===== config.mk =====
export PLATFORM = sky130hd
export DESIGN_NAME = kb_key_tracker_flat
export DESIGN_NICKNAME = d
export VERILOG_FILES = /design/src/rtl/kb_key_tracker_if.sv /design/src/rtl/kb_key_tracker.sv /design/src/flat_wrapper.sv
export SDC_FILE = /design/constraint.sdc
export NUM_CORES = 1
export LEC_CHECK = 0
export CAP_MARGIN = 10
export CORE_MARGIN = 2
export CORE_UTILIZATION = 58
export DETAILED_ROUTE_END_ITERATION = 8
export GPL_TIMING_DRIVEN = 1
export PLACE_DENSITY = 0.75
export SETUP_SLACK_MARGIN = 0.2
export SLEW_MARGIN = 20
export SYNTH_ARGS = -nofsm -noshare
export SYNTH_HDL_FRONTEND = slang
export SYNTH_SLANG_ARGS = --single-unit

===== constraint.sdc =====
create_clock -name clk -period 2.8 [get_ports clk]
set_input_delay 0.56 -clock clk [delete_from_list [all_inputs] [get_ports clk]]
set_output_delay 0.56 -clock clk [all_outputs]
set_load 0.02 [all_outputs]

===== src/rtl/kb_key_tracker_if.sv =====
// rtl/kb_key_tracker_if.sv - scancode byte stream from the PS/2 byte receiver
// Ports (signals):
//   data   8  received scancode byte, stable while valid is high
//   valid  1  byte-available level; a rising edge marks one new byte
// Modports: master drives the stream (receiver side), slave consumes it (tracker side).
interface kb_key_tracker_if;
  logic [7:0] data;
  logic       valid;

  modport master (output data, output valid);
  modport slave  (input data, input valid);
endinterface


===== src/rtl/kb_key_tracker.sv =====
// rtl/kb_key_tracker.sv - tracks left/right/fire key state from a PS/2 scancode stream
// Ports:
//   clk         in   1  system clock
//   reset       in   1  asynchronous active-high reset
//   kb          in   -  scancode stream (kb_key_tracker_if.slave: data, valid)
//   user_move   out  2  01 right, 10 left, 00 none
//   fire        out  1  fire key held
//   fire_pulse  out  1  one-cycle strobe when fire goes from released to held
//   left_held   out  1  left or left-arrow held
//   right_held  out  1  right or right-arrow held
module kb_key_tracker #(
  parameter logic [7:0] KEY_LEFT       = 8'h1C,
  parameter logic [7:0] KEY_RIGHT      = 8'h23,
  parameter logic [7:0] KEY_FIRE       = 8'h29,
  parameter logic [7:0] KEY_XLEFT      = 8'h6B,
  parameter logic [7:0] KEY_XRIGHT     = 8'h74,
  parameter int         TIMEOUT_CYCLES = 2_500_000
) (
  input  logic                clk,
  input  logic                reset,
  kb_key_tracker_if.slave     kb,
  output logic [1:0]          user_move,
  output logic                fire,
  output logic                fire_pulse,
  output logic                left_held,
  output logic                right_held
);

  localparam logic [7:0] CODE_BRK = 8'hF0;
  localparam logic [7:0] CODE_EXT = 8'hE0;
  localparam int         CW       = (TIMEOUT_CYCLES > 1) ? $clog2(TIMEOUT_CYCLES) : 1;
  localparam logic [CW-1:0] CNT_LAST = CW'(TIMEOUT_CYCLES - 1);

  typedef enum logic [1:0] {
    S_IDLE    = 2'd0,
    S_BRK     = 2'd1,
    S_EXT     = 2'd2,
    S_EXT_BRK = 2'd3
  } state_t;

  state_t          state, state_next;
  logic            valid_q;
  logic            accept;
  logic            is_brk, is_ext;
  logic            timeout_hit;
  logic [CW-1:0]   cnt;

  logic            do_make, do_break, use_ext_table;
  logic            hit_left, hit_right, hit_fire;

  logic            left_r, right_r, fire_r, last_dir;
  logic [1:0]      move_next;

  // A byte counts once per rising edge of valid, however long valid stays high.
  assign accept = kb.valid & ~valid_q;
  assign is_brk = (kb.data == CODE_BRK);
  assign is_ext = (kb.data == CODE_EXT);

  // An incoming byte takes priority over the timeout firing in the same cycle.
  assign timeout_hit = (state != S_IDLE) && !accept && (cnt == CNT_LAST);

  always_ff @(posedge clk or posedge reset) begin
    if (reset) begin
      valid_q <= 1'b0;
    end else begin
      valid_q <= kb.valid;
    end
  end

  // State register
  always_ff @(posedge clk or posedge reset) begin
    if (reset) begin
      state <= S_IDLE;
    end else begin
      state <= state_next;
    end
  end

  // Next-state logic
  always_comb begin
    state_next = state;
    if (accept) begin
      case (state)
        S_IDLE: begin
          if (is_brk)      state_next = S_BRK;
          else if (is_ext) state_next = S_EXT;
          else             state_next = S_IDLE;
        end
        S_EXT: begin
          if (is_brk)      state_next = S_EXT_BRK;
          else if (is_ext) state_next = S_EXT;
          else             state_next = S_IDLE;
        end
        // A prefix byte after a break prefix is malformed; drop back to IDLE.
        S_BRK:     state_next = S_IDLE;
        S_EXT_BRK: state_next = S_IDLE;
        default:   state_next = S_IDLE;
      endcase
    end else if (timeout_hit) begin
      state_next = S_IDLE;
    end
  end

  // Output (action) logic
  always_comb begin
    do_make       = 1'b0;
    do_break      = 1'b0;
    use_ext_table = 1'b0;
    if (accept && !is_brk && !is_ext) begin
      case (state)
        S_IDLE:    do_make  = 1'b1;
        S_BRK:     do_break = 1'b1;
        S_EXT: begin
          do_make       = 1'b1;
          use_ext_table = 1'b1;
        end
        S_EXT_BRK: begin
          do_break      = 1'b1;
          use_ext_table = 1'b1;
        end
        default: ;
      endcase
    end
  end

  // Fire has no extended alias, so it only matches the plain table.
  always_comb begin
    hit_left  = use_ext_table ? (kb.data == KEY_XLEFT)  : (kb.data == KEY_LEFT);
    hit_right = use_ext_table ? (kb.data == KEY_XRIGHT) : (kb.data == KEY_RIGHT);
    hit_fire  = !use_ext_table && (kb.data == KEY_FIRE);
  end

  // Prefix wait counter; only runs outside IDLE and saturates at all-ones.
  always_ff @(posedge clk or posedge reset) begin
    if (reset) begin
      cnt <= '0;
    end else if (accept || state_next == S_IDLE) begin
      cnt <= '0;
    end else if (cnt != '1) begin
      cnt <= cnt + 1'b1;
    end
  end

  // Held-key state. last_dir: 0 = left, 1 = right; typematic makes refresh it too.
  always_ff @(posedge clk or posedge reset) begin
    if (reset) begin
      left_r   <= 1'b0;
      right_r  <= 1'b0;
      fire_r   <= 1'b0;
      last_dir <= 1'b0;
    end else if (do_make) begin
      if (hit_left) begin
        left_r   <= 1'b1;
        last_dir <= 1'b0;
      end
      if (hit_right) begin
        right_r  <= 1'b1;
        last_dir <= 1'b1;
      end
      if (hit_fire) fire_r <= 1'b1;
    end else if (do_break) begin
      if (hit_left)  left_r  <= 1'b0;
      if (hit_right) right_r <= 1'b0;
      if (hit_fire)  fire_r  <= 1'b0;
    end
  end

  always_comb begin
    move_next = 2'b00;
    if (left_r && right_r) move_next = last_dir ? 2'b01 : 2'b10;
    else if (left_r)       move_next = 2'b10;
    else if (right_r)      move_next = 2'b01;
  end

  // Registered outputs, one cycle behind the held-key state.
  always_ff @(posedge clk or posedge reset) begin
    if (reset) begin
      user_move  <= 2'b00;
      fire       <= 1'b0;
      fire_pulse <= 1'b0;
      left_held  <= 1'b0;
      right_held <= 1'b0;
    end else begin
      user_move  <= move_next;
      fire       <= fire_r;
      fire_pulse <= fire_r & ~fire;
      left_held  <= left_r;
      right_held <= right_r;
    end
  end

endmodule


===== src/flat_wrapper.sv =====
// flat-port wrapper written by rule: the top's interface ports become plain ports
module kb_key_tracker_flat 
#(
  parameter logic [7:0] KEY_LEFT       = 8'h1C,
  parameter logic [7:0] KEY_RIGHT      = 8'h23,
  parameter logic [7:0] KEY_FIRE       = 8'h29,
  parameter logic [7:0] KEY_XLEFT      = 8'h6B,
  parameter logic [7:0] KEY_XRIGHT     = 8'h74,
  parameter int         TIMEOUT_CYCLES = 2_500_000
)
  (clk, reset, user_move, fire, fire_pulse, left_held, right_held, kb_data, kb_valid);
  kb_key_tracker_if kb_i ();
  input  logic clk;
  input  logic reset;
  output logic [1:0] user_move;
  output logic fire;
  output logic fire_pulse;
  output logic left_held;
  output logic right_held;
  input wire logic [$bits(kb_i.data)-1:0] kb_data;
  input wire logic [$bits(kb_i.valid)-1:0] kb_valid;
  assign kb_i.data = kb_data;
  assign kb_i.valid = kb_valid;
  kb_key_tracker #(.KEY_LEFT(KEY_LEFT), .KEY_RIGHT(KEY_RIGHT), .KEY_FIRE(KEY_FIRE), .KEY_XLEFT(KEY_XLEFT), .KEY_XRIGHT(KEY_XRIGHT), .TIMEOUT_CYCLES(TIMEOUT_CYCLES)) u_core (.clk(clk), .reset(reset), .kb(kb_i), .user_move(user_move), .fire(fire), .fire_pulse(fire_pulse), .left_held(left_held), .right_held(right_held));
endmodule

Word-level counts from Yosys, hierarchy flattened
Index checks and enable logic that the tools add are counted.
- register bits after elaboration: 35
- latch bits: 0
- RAM bits: 0
- memory bits (read-only): 0
- input bits: 11
- output and inout port bits: 6
- word-level logic and storage cells: 92
- memories kept: 0
- $add $sub $neg: 1
- $mul: 0
- divide/modulo/power cells: 0
- order comparisons: 0
- equality and inequality tests: 18
- shifts and indexed selects: 0
- mux-type cells: 33
- bitwise gates (word level): 4
- reduce and logical (&&, ||, !) cells: 24
- operator list (kind ; number):
    $mux W22 ; 2
    $add A22 B1 Y22 const B ; 1
    $eq A22 B22 Y1 const B ; 1
    $mux W1 ; 22
    $ne A22 B22 Y1 const B ; 1
    $eq A8 B6 Y1 const B ; 2
    $eq A8 B7 Y1 const B ; 2
    $eq A8 B8 Y1 const B ; 2
    $mux W2 ; 8
    $ne A2 B2 Y1 const B ; 6
    $reduce_and A3 Y1 ; 3
    $eq A8 B5 Y1 const B ; 1
    $reduce_bool A2 Y1 ; 4
    $logic_and A1 B1 Y1 ; 6
    $pmux W2 S3 ; 1
    $reduce_or A2 Y1 ; 3
    $eq A2 B2 Y1 const B ; 2
    $logic_not A1 Y1 ; 4
    $logic_not A2 Y1 ; 2
    $and A1 B1 Y1 ; 2
    $eq A2 B1 Y1 const B ; 1
    $not A1 Y1 ; 2
    $reduce_and A2 Y1 ; 1
    $logic_or A1 B1 Y1 ; 1

Logic depth before layout (Yosys ltp)
Gate-level depths: netlist (run 1).
- depth after elaboration: 10
- gate-level depth with buffers: 8
- gate-level depth less buffers: 5

Least setup slack after synthesis (run 1)
OpenSTA, ideal clock, no wires.
- kind: reg2reg
- start point: reg u_core.cnt[0]
- end point: reg u_core.cnt[0]
- arrival time: 1.956 ns
- data required time: 2.706 ns
- path slack: 0.750 ns
- cell stages (with the launch flop): 9
- buffers on the path: 3
- path through: dfrtp_1 ha_1 and4_1 clkbuf_1 and2_0 clkbuf_1 clkbuf_1 nand4_1 a211oi_1
- cells in the longest elaborated chain, start to end: 7
- elaborated cells on any way between the ends: 11
- classes of those cells: add/sub (1); eq/ne (2); mux (4); reduce/logical (4)
- RTL lines (what ; RTL line ; text):
    start: declaration ; kb_key_tracker.sv:46 ; logic [CW-1:0] cnt;
    start signal: assignment ; kb_key_tracker.sv:140 ; cnt <= cnt + 1'b1;
    parallel branches: the longest is 7 deep, another holds $add A22 B1 Y22 ; - ;
Parallel ways; which one is timed is not known. The select of a mux whose other input is x is not followed.
A chain may end at the register's enable or synchronous reset.

Worst setup path in the final report (run 1)
- start point: reg u_core.cnt[0]
- end point: reg u_core.cnt[8]
Same word-level chain as after synthesis.

==> out/metrics.yaml, run 1 <==
drtIter0Drc: 265
hp-class: "reg -> reg"
yosysWarnings: 0
fin_nets: 266
cp-end-kind: "flip-flop"
num_io_pins: 17
criticalPathCategory: "reg -> reg"
wl_met2_um: 2698
syn_area_per_cell_um2: 9.256
ys_ff_latch: 35
grt_max_degree: 36
drt-total-wl_um: 5821
instances_no_fill: 303
top_layer_used: "met4"
startpoint: "u_core.cnt[0]"
final_common_cell: "dfrtp_1"
grt_antenna_before_repair: 0
power_density_nw_per_um2: 417.7
ys.flop_type: "dfrtp_1"
cts_hold_buf: 0
grt_pass1_wl_um: 9798
period_needed_ns: 2.302
wl_met3_um: 532
yosysUniqueCellTypes: 49
cts_root_buf: "clkbuf_8"
die_h_um: 65.11
wl_met1_um: 2513
dp_hpwl_um: 4103
cts.clk_slew.worst_paths_ns: 0.07
diodes: 0
skew_ns: 0.008113
row_count: 22
clock-sinks: 35
synth_edf_count: 0
core_um2: 3633
drc_errors: 0
place.gp.congestion: 0.9298
power.leakage_uw: 0.0009125
status: "finished clean"
initial_core_util_pct: 59.61
regArea_um2: 875.8
area_growth_pct: 16.46
grt_pass1_vias: 1958
tightestPinTransition_ns: 0.6241
maxCapViolations: 0
max_freq_mhz: 434.3
hold_path.startpoint: "u_core.fire_r"
htreeDepth: 2
multi_input_area_um2: 1207
first_pass_iters: 5
cts_buffer_depth: 2
cp_max_fo: 11
placed_cells: 295
period_share_pct: 82.23
ant_nets: 0
clock_latency_ns: 0.30
critPathLaunchType: "flip-flop"
finalSetupViolCount: 0
io_buffers: 16
num_vias: 2148
layout-drive-gt1-share_pct: 9.412
cts_tree: "done"
irDropWorstVdd_mv: 0.2876
rsz0062_at_grt: "no"
maxSlewViolCount: 0
grt_overflow_total: 0
cts.repair.resized: 0
hold_viol: 0
syn_area_um2: 2166
die_area_um2: 4239
most-common-layout-cells: "dfrtp_1 (35), clkdlybuf4s50_1 (16), nor4_1 (14)"
cts_setup_buffers: 0
power_uw: 1054
ys_seq_area_share_pct: 40.44
nFillCells: 290
cp.required_ns: 2.97
ys_async_sr_fraction_pct: 100.0
die_x_um: 65.11
synthesis.nets: 246
syn_inst: 234
fin_setup_tns_ns: 0
vias_per_cell: 7.089
max_slew_margin_pct: 58.24
r2r_start: "u_core.cnt[0]"
arrival_ns: 2.47
wl_per_cell_um: 19.21
cts_buffers: 5
grt_util_all_layers_pct: 30.26
## routing by layer
| layer | track usage (%) | up-vias |
|---|---|---|
| met5 | 0 | - |
| met4 | 9.896 | 0 |
| met3 | 7.705 | 9 |
| met2 | 43.94 | 137 |
| met1 | 44.42 | 1026 |
| li1 | - | 976 |
## cell usage after synthesis (all sizes together), types with 2 or more instances
cell | count | share of area [%]
mux2i | 10 | 4.6
a211oi | 8 | 2.8
nor3 | 8 | 1.8
o21ai | 13 | 3.0
o31ai | 3 | 1.0
nand2b | 2 | 0.58
nor4bb | 5 | 2.3
or4 | 7 | 2.6
nor4 | 14 | 4.0
nor2b | 4 | 1.2
and4 | 3 | 1.2
nor3b | 2 | 0.69
or2 | 3 | 0.87
nand3 | 12 | 2.8
nand3b | 2 | 0.69
a311oi | 3 | 1.2
dfrtp | 35 | 40
and4b | 2 | 0.92
nand4 | 10 | 3.6
o211ai | 6 | 2.1
inv | 9 | 1.6
a21boi | 2 | 0.69
a21oi | 4 | 0.92
nor4b | 6 | 2.4
nor2 | 9 | 1.6
and2 | 2 | 0.58
clkbuf | 10 | 1.7
nand2 | 13 | 2.3
a31oi | 7 | 2.0
buf | 2 | 0.52
or3 | 4 | 1.2
## sequential cells by signal, summed over array words and instances (netlist names)
name,cells
u_core.state,2
u_core.last_dir,1
u_core.left_held,1
u_core.right_held,1
u_core.fire_pulse,1
u_core.valid_q,1
u_core.cnt,22
u_core.fire_r,1
u_core.left_r,1
u_core.right_r,1
u_core.fire,1
u_core.user_move,2
## per-stage QoR
step | hold WS (ns) | utilization (%) | setup WS, ns | instance area [um^2]
final | 0.3964 | 69.42 | 0.4975 | 2522
after global routing | 0.4192 | 69.42 | 0.3668 | 2522
after CTS | 0.4048 | 69.42 | 0.5538 | 2522
after detailed placement | 0.3889 | 66.18 | 0.2806 | 2405
after global placement | 0.3586 | 66.18 | 0.4225 | 2405
after floorplan | 0.3537 | - | 0.7500 | 2166
## path summary, 6_finish.rpt
kind / cells past startpoint / slack (ns) / to
setup / recovery: 6 / 0.50 / u_core.cnt[8]
hold / removal: 0 / 0.40 / u_core.fire
setup reg to reg: 6 / 0.50 / u_core.cnt[8]
hold reg to reg: 0 / 0.40 / u_core.fire
max in group asynchronous: 3 / 1.82 / u_core.cnt[6]
min in group asynchronous: 3 / 0.67 / u_core.cnt[21]
## cell families after synthesis
| family | share of synthesized area (%) |
|---|---|
| DFF | 40.44 |
| muxes | 5.142 |
| and+or+nand+nor | 32.47 |
| AOI/OAI and AO/OA | 17.56 |
| adders and majority gates | 0.5776 |
| buffers and inverters | 3.813 |
## critical path, stage by stage (launching register included)
cell and delay (ns):
dfrtp_1 0.44, ha_1 0.27, and4_1 0.42, and2_0 0.35, buf_4 0.25, a31oi_1 0.10
nor4_1 0.34
## where the power goes
group	switching [uW]	internal [uW]
logic	31.5	27.8
registers	3.52	511
clock network	192	288
total	227	827
## area by class of cell
cell class                 count  share of cell area (%)
clock buffer                   6                   3.274
sequential                    35                   34.72
clock inverter                 2                   1.389
tap                           48                   2.381
timing repair buffer          25                   9.028
inverter                       9                   1.339
multi-input combinational    178                   47.87
Note: power is estimated with default switching activity, not from simulation.
==> run 2: changes to the inputs <==
==> constraint.sdc (replaced) <==
create_clock -name clk -period 2.35 [get_ports clk]
set_input_delay 0.47 -clock clk [delete_from_list [all_inputs] [get_ports clk]]
set_output_delay 0.47 -clock clk [all_outputs]
set_load 0.02 [all_outputs]
==> run 2 against run 1 <==
Effect of this change:
- register-to-register slack worse by 0.25 ns
- routed wire length rose by 1.6%
- design area rose by 4.1%
- global-route usage is 0.75 points higher
- maximum frequency grew 9.5%
- hold slack worse by 0.0096 ns
- clock skew rose by 0.0034 ns
- count of clock-buffer cells in the layout is 1 lower
- flip-flop and latch count did not move
- critical path type unchanged
- critical endpoint is now u_core.cnt[21]
- largest cell class unchanged
- largest power group unchanged
==> out/metrics.yaml, run 2 (same netlist as run 1, synthesis figures left out) <==
final_common_cell: "dfrtp_1"
grt_util_all_layers_pct: 31.02
largest_reg_flops: 22
status: "finished clean"
clock-sinks: 35
dp_hpwl_um: 4279
place.gp.congestion: 0.9192
fin_util_pct: 72.25
crit_chain: "nand4_4 > or4_4 > or4_1 > a211oi_2"
r2r_slack_ns: 0.25
critPathLaunchType: "flip-flop"
cp_max_fo: 12
power.leakage_uw: 0.0009663
grt_pass1_vias: 1999
period_needed_ns: 2.104
htreeDepth: 2
hold_viol: 0
grtUsageMet1_pct: 45.44
cts_root_buf: "clkbuf_8"
drc_errors: 0
core_um2: 3633
rr_worst_depth: 4
most-common-layout-cells: "dfrtp_1 (32), buf_4 (21), clkdlybuf4s50_1 (16)"
grt_max_degree: 36
cp-end-kind: "flip-flop"
finalSetupViolCount: 0
r2r_end: "u_core.cnt[21]"
grt.busiest_layer: "met2"
area_growth_pct: 21.20
first_pass_iters: 5
initial_core_util_pct: 59.61
whs_path_depth: 0
fin_nets: 278
clock_latency_ns: 0.29
largestRegisters: "u_core.cnt: 22 flops, u_core.state: 2 flops, u_core.user_move: 2 flops"
postPlaceCellArea_um2: 2495
tightestPinTransition_ns: 0.6016
grt_antenna_before_repair: 0
cp.required_ns: 2.55
drt-total-wl_um: 5914
row_count: 22
vias_per_cell: 6.921
maxCapViolations: 0
fin_setup_tns_ns: 0
max_stage_delay_ns: 0.60
cts_buffer_depth: 2
die_area_um2: 4239
hold_end: "u_core.fire"
met2_usage_pct: 48.20
fin_area_um2: 2625
die_x_um: 65.11
slowest_stage: "or4_4"
layout-drive-gt1-share_pct: 15.73
ant_nets: 0
diodes: 0
power_uw: 1231
rsz0062_at_grt: "yes"
max_freq_mhz: 475.4
io_buffers: 16
cts_buffers: 5
drtIter0Drc: 236
r2r_start: "u_core.cnt[9]"
path_buf_inv: 0
max_slew_margin_pct: 58.86
hold_path.startpoint: "u_core.fire_r"
period_share_pct: 89.52
wl_per_cell_um: 18.77
cts.clk_slew.worst_paths_ns: 0.07
cts_tree: "done"
criticalPathCategory: "reg -> reg"
irDropWorstVdd_mv: 0.4147
hold_slack_ns: 0.3868
grt_overflow_total: 0
grtUsageMet3_pct: 5.137
power_density_nw_per_um2: 469.1
cp_top_family: "simple AND/OR/NAND/NOR gates"
grt_pass1_wl_um: 10010
die_h_um: 65.11
hp-class: "reg -> reg"
num_io_pins: 17
maxSlewViolCount: 0
top_register: "u_core.cnt"
arrival_ns: 2.31
skew_ns: 0.01155
num_vias: 2180
run 2: routing by layer:
metal  vias to the layer above  share of wire, %
li1                        995                 -
met4                         0               1.4
met5                         -                 0
met3                         9               7.8
met1                      1054                43
met2                       122                48
run 2: cell type report:
class / instances / area (um^2)
flip-flops and latches: 35 / 879.6
well taps: 48 / 60.06
inverters: 9 / 33.78
clock buffers: 5 / 68.82
repair buffers: 37 / 317.8
fillers: 290 / 1008
clock inverters: 3 / 43.79
multi-input cells: 178 / 1221
run 2: worst max path at each step:
stage	start	end	depth (start not counted)
2_1_floorplan	u_core.cnt[0]	u_core.cnt[0]	8
3_3_place_gp	kb_data[7]	u_core.left_r	5
3_5_place_dp	kb_data[2]	u_core.left_r	5
4_1_cts	u_core.cnt[9]	u_core.cnt[21]	4
5_1_grt	u_core.cnt[9]	u_core.cnt[21]	4
6_report	u_core.cnt[9]	u_core.cnt[21]	4
run 2: power breakdown:
part / switching (uW) / internal, uW / leakage (uW) / total (uW)
logic: 39.4 / 37.2 / 0.000438 / 76.6
clock network: 226 / 316 / 0.0000581 / 542
registers: 4.23 / 609 / 0.000470 / 613
run 2: stage by stage:
step	setup WS, ns	instances
CTS	0.2170	315
finish	0.2463	315
global placement	0.1212	307
floorplan	0.3000	234
global route	0.1921	315
detailed placement	0.02041	307
run 2: repair_timing:
action	in CTS	in global routing
hold buffers	0	0
buffers inserted	0	0
endpoints found under the setup margin	2	4
gates resized for setup	2	4
pin swaps	1	0
==> run 3: changes to the inputs <==
--- a/config.mk
+++ b/config.mk
@@ -8,8 +8,10 @@
 export CAP_MARGIN = 10
 export CORE_MARGIN = 2
 export CORE_UTILIZATION = 58
+export CTS_CLUSTER_SIZE = 10
 export DETAILED_ROUTE_END_ITERATION = 8
 export GPL_TIMING_DRIVEN = 1
+export MAX_ROUTING_LAYER = met4
 export PLACE_DENSITY = 0.75
 export SETUP_SLACK_MARGIN = 0.2
 export SLEW_MARGIN = 20
==> run 3 against run 2 <==
Effect of this change:
- clock power is essentially flat
- combinational power shrank 1%
- hold slack gained 0.0049 ns
- routed wire length grew 3.2%
- worst setup slack lost 0.0021 ns
- critical path depth is the same
- via count grew 1.8%
- critical endpoint is now u_core.cnt[17]
==> out/metrics.yaml, run 3 (same netlist as run 1, synthesis figures left out) <==
status: "finished clean"
finalSetupViolCount: 0
swShare_pct: 21.93
arrival_ns: 2.33
fin_nets: 284
area_growth_pct: 23.57
grt_max_degree: 36
max_stage_delay_ns: 0.62
vias_per_cell: 6.916
maxSlewViolCount: 0
die_area_um2: 4239
core_um2: 3633
p_sw_uw: 269.9
postPlaceCellArea_um2: 2487
hold_end: "u_core.fire"
clock_latency_ns: 0.30
intPower_uw: 961.1
rsz0062_at_grt: "yes"
criticalPathCategory: "reg -> reg"
ant_nets: 0
grt_util_all_layers_pct: 32.14
die_h_um: 65.11
power_frac_comb_pct: 6.1
cts_buffers: 5
grt_antenna_before_repair: 0
clock_power_share_pct: 44.1
dp_hpwl_um: 4230
maxCapViolations: 0
grt_pass1_vias: 2088
grt_overflow_total: 0
worst_slack_ns: 0.2443
top_register: "u_core.cnt"
period_needed_ns: 2.106
wl_per_cell_um: 19.02
power_density_nw_per_um2: 460.0
pwr-share-seq_pct: 49.8
drtIter0Drc: 218
cp_max_fo: 6
whs_path_depth: 0
tightestPinTransition_ns: 0.5863
max_freq_mhz: 474.9
crit_chain: "nand4_1 > or4_4 > or4_1 > a211oi_2"
cts_root_buf: "clkbuf_8"
cts_buffer_depth: 2
cp-end-kind: "flip-flop"
fin_setup_tns_ns: 0
initial_core_util_pct: 59.61
grt_pass1_wl_um: 9956
skew_ns: 0.005696
place_ws_ns: 0.02416
first_pass_iters: 7
drt-total-wl_um: 6104
fin_util_pct: 73.66
irDropWorstVdd_mv: 0.3866
cts_tree: "done"
r2r_end: "u_core.cnt[17]"
fin_area_um2: 2676
largestRegisters: "u_core.cnt: 22 flops, u_core.state: 2 flops, u_core.user_move: 2 flops"
cp.required_ns: 2.57
diodes: 0
drc_errors: 0
period_share_pct: 89.61
r2r_start: "u_core.cnt[16]"
place.gp.congestion: 0.9364
num_io_pins: 17
row_count: 22
clock-sinks: 35
cts.clk_slew.worst_paths_ns: 0.07
slowest_stage: "or4_4"
max_slew_margin_pct: 59.90
power.leakage_uw: 0.0009831
critPathLaunchType: "flip-flop"
largest_reg_flops: 22
hold_viol: 0
final_common_cell: "dfrtp_1"
hp-class: "reg -> reg"
htreeDepth: 2
r2r_slack_ns: 0.24
io_buffers: 16
rr_worst_depth: 4
most-common-layout-cells: "dfrtp_1 (28), buf_4 (26), clkdlybuf4s50_1 (16)"
die_x_um: 65.11
num_vias: 2220
hold_path.startpoint: "u_core.fire_r"
layout-drive-gt1-share_pct: 19.41
[run 3: changes by cell type in the layout (fill, tap and decap cells not counted), sizes merged]
| cell | delta |
|---|---|
| clkbuf | +1 |
| buf | +5 |
[run 3: power groups by stage]
stage	combinational, uW	sequential (uW)	clock (uW)
4_1_cts	76.0	613	556
3_3_place_gp	72.3	624	0
2_1_floorplan	27.8	628	0
6_report	75.6	613	543
3_5_place_dp	76.0	625	0
5_1_grt	83.0	613	586
[run 3: layer usage]
metal | routed length, um | vias to the layer above | share of wire (%) | track usage, %
met1 | 2520 | 1048 | 41 | 41.33
met4 | 140 | 0 | 2.3 | 13.28
met5 | 0 | - | 0 | -
met3 | 592 | 26 | 9.7 | 10.27
met2 | 2852 | 140 | 47 | 47.42
li1 | - | 1006 | - | -
[run 3: critical path, delay by kind of cell, from the launching register on]
kind	cells	cell delay, ns
and+or+nand+nor	3	1.38
DFF	1	0.42
AOI/OAI and AO/OA	1	0.22
[run 3: metrics by stage]
stage	hold WS (ns)	instances	total power (uW)
finish	0.3917	321	1231
global route	0.4162	321	1282
CTS	0.4001	314	1245
detailed placement	0.3800	306	700.5
global placement	0.3597	306	696.3
floorplan	0.3537	234	655.3
[run 3: area by class of cell]
| type | count | area [um^2] |
|---|---|---|
| flip-flops and latches | 35 | 884.6 |
| multi-input cells | 178 | 1225 |
| well taps | 48 | 60.06 |
| inverters | 9 | 33.78 |
| repair buffers | 43 | 360.3 |
| clock buffers | 5 | 68.82 |
| clock inverters | 3 | 43.79 |
| fillers | 276 | 957.2 |
[run 3: worst max path at each step]
| stage | from | slack, ns | endpoint | cells past startpoint |
|---|---|---|---|---|
| finish | u_core.cnt[16] | 0.24 | u_core.cnt[17] | 4 |
| detailed placement | kb_data[2] | 0.02 | u_core.left_r | 5 |
| floorplan | u_core.cnt[0] | 0.30 | u_core.cnt[0] | 8 |
| CTS | u_core.cnt[14] | 0.23 | u_core.cnt[17] | 4 |
| global route | u_core.cnt[16] | 0.16 | u_core.cnt[17] | 4 |
| global placement | kb_data[7] | 0.11 | u_core.left_r | 5 |
[run 3: timing repair]
| item | in CTS | in global routing |
|---|---|---|
| hold buffers | 0 | 0 |
| setup buffers | 0 | 7 |
| endpoints found under the setup margin | 0 | 3 |
| gates resized for setup | 0 | 11 |
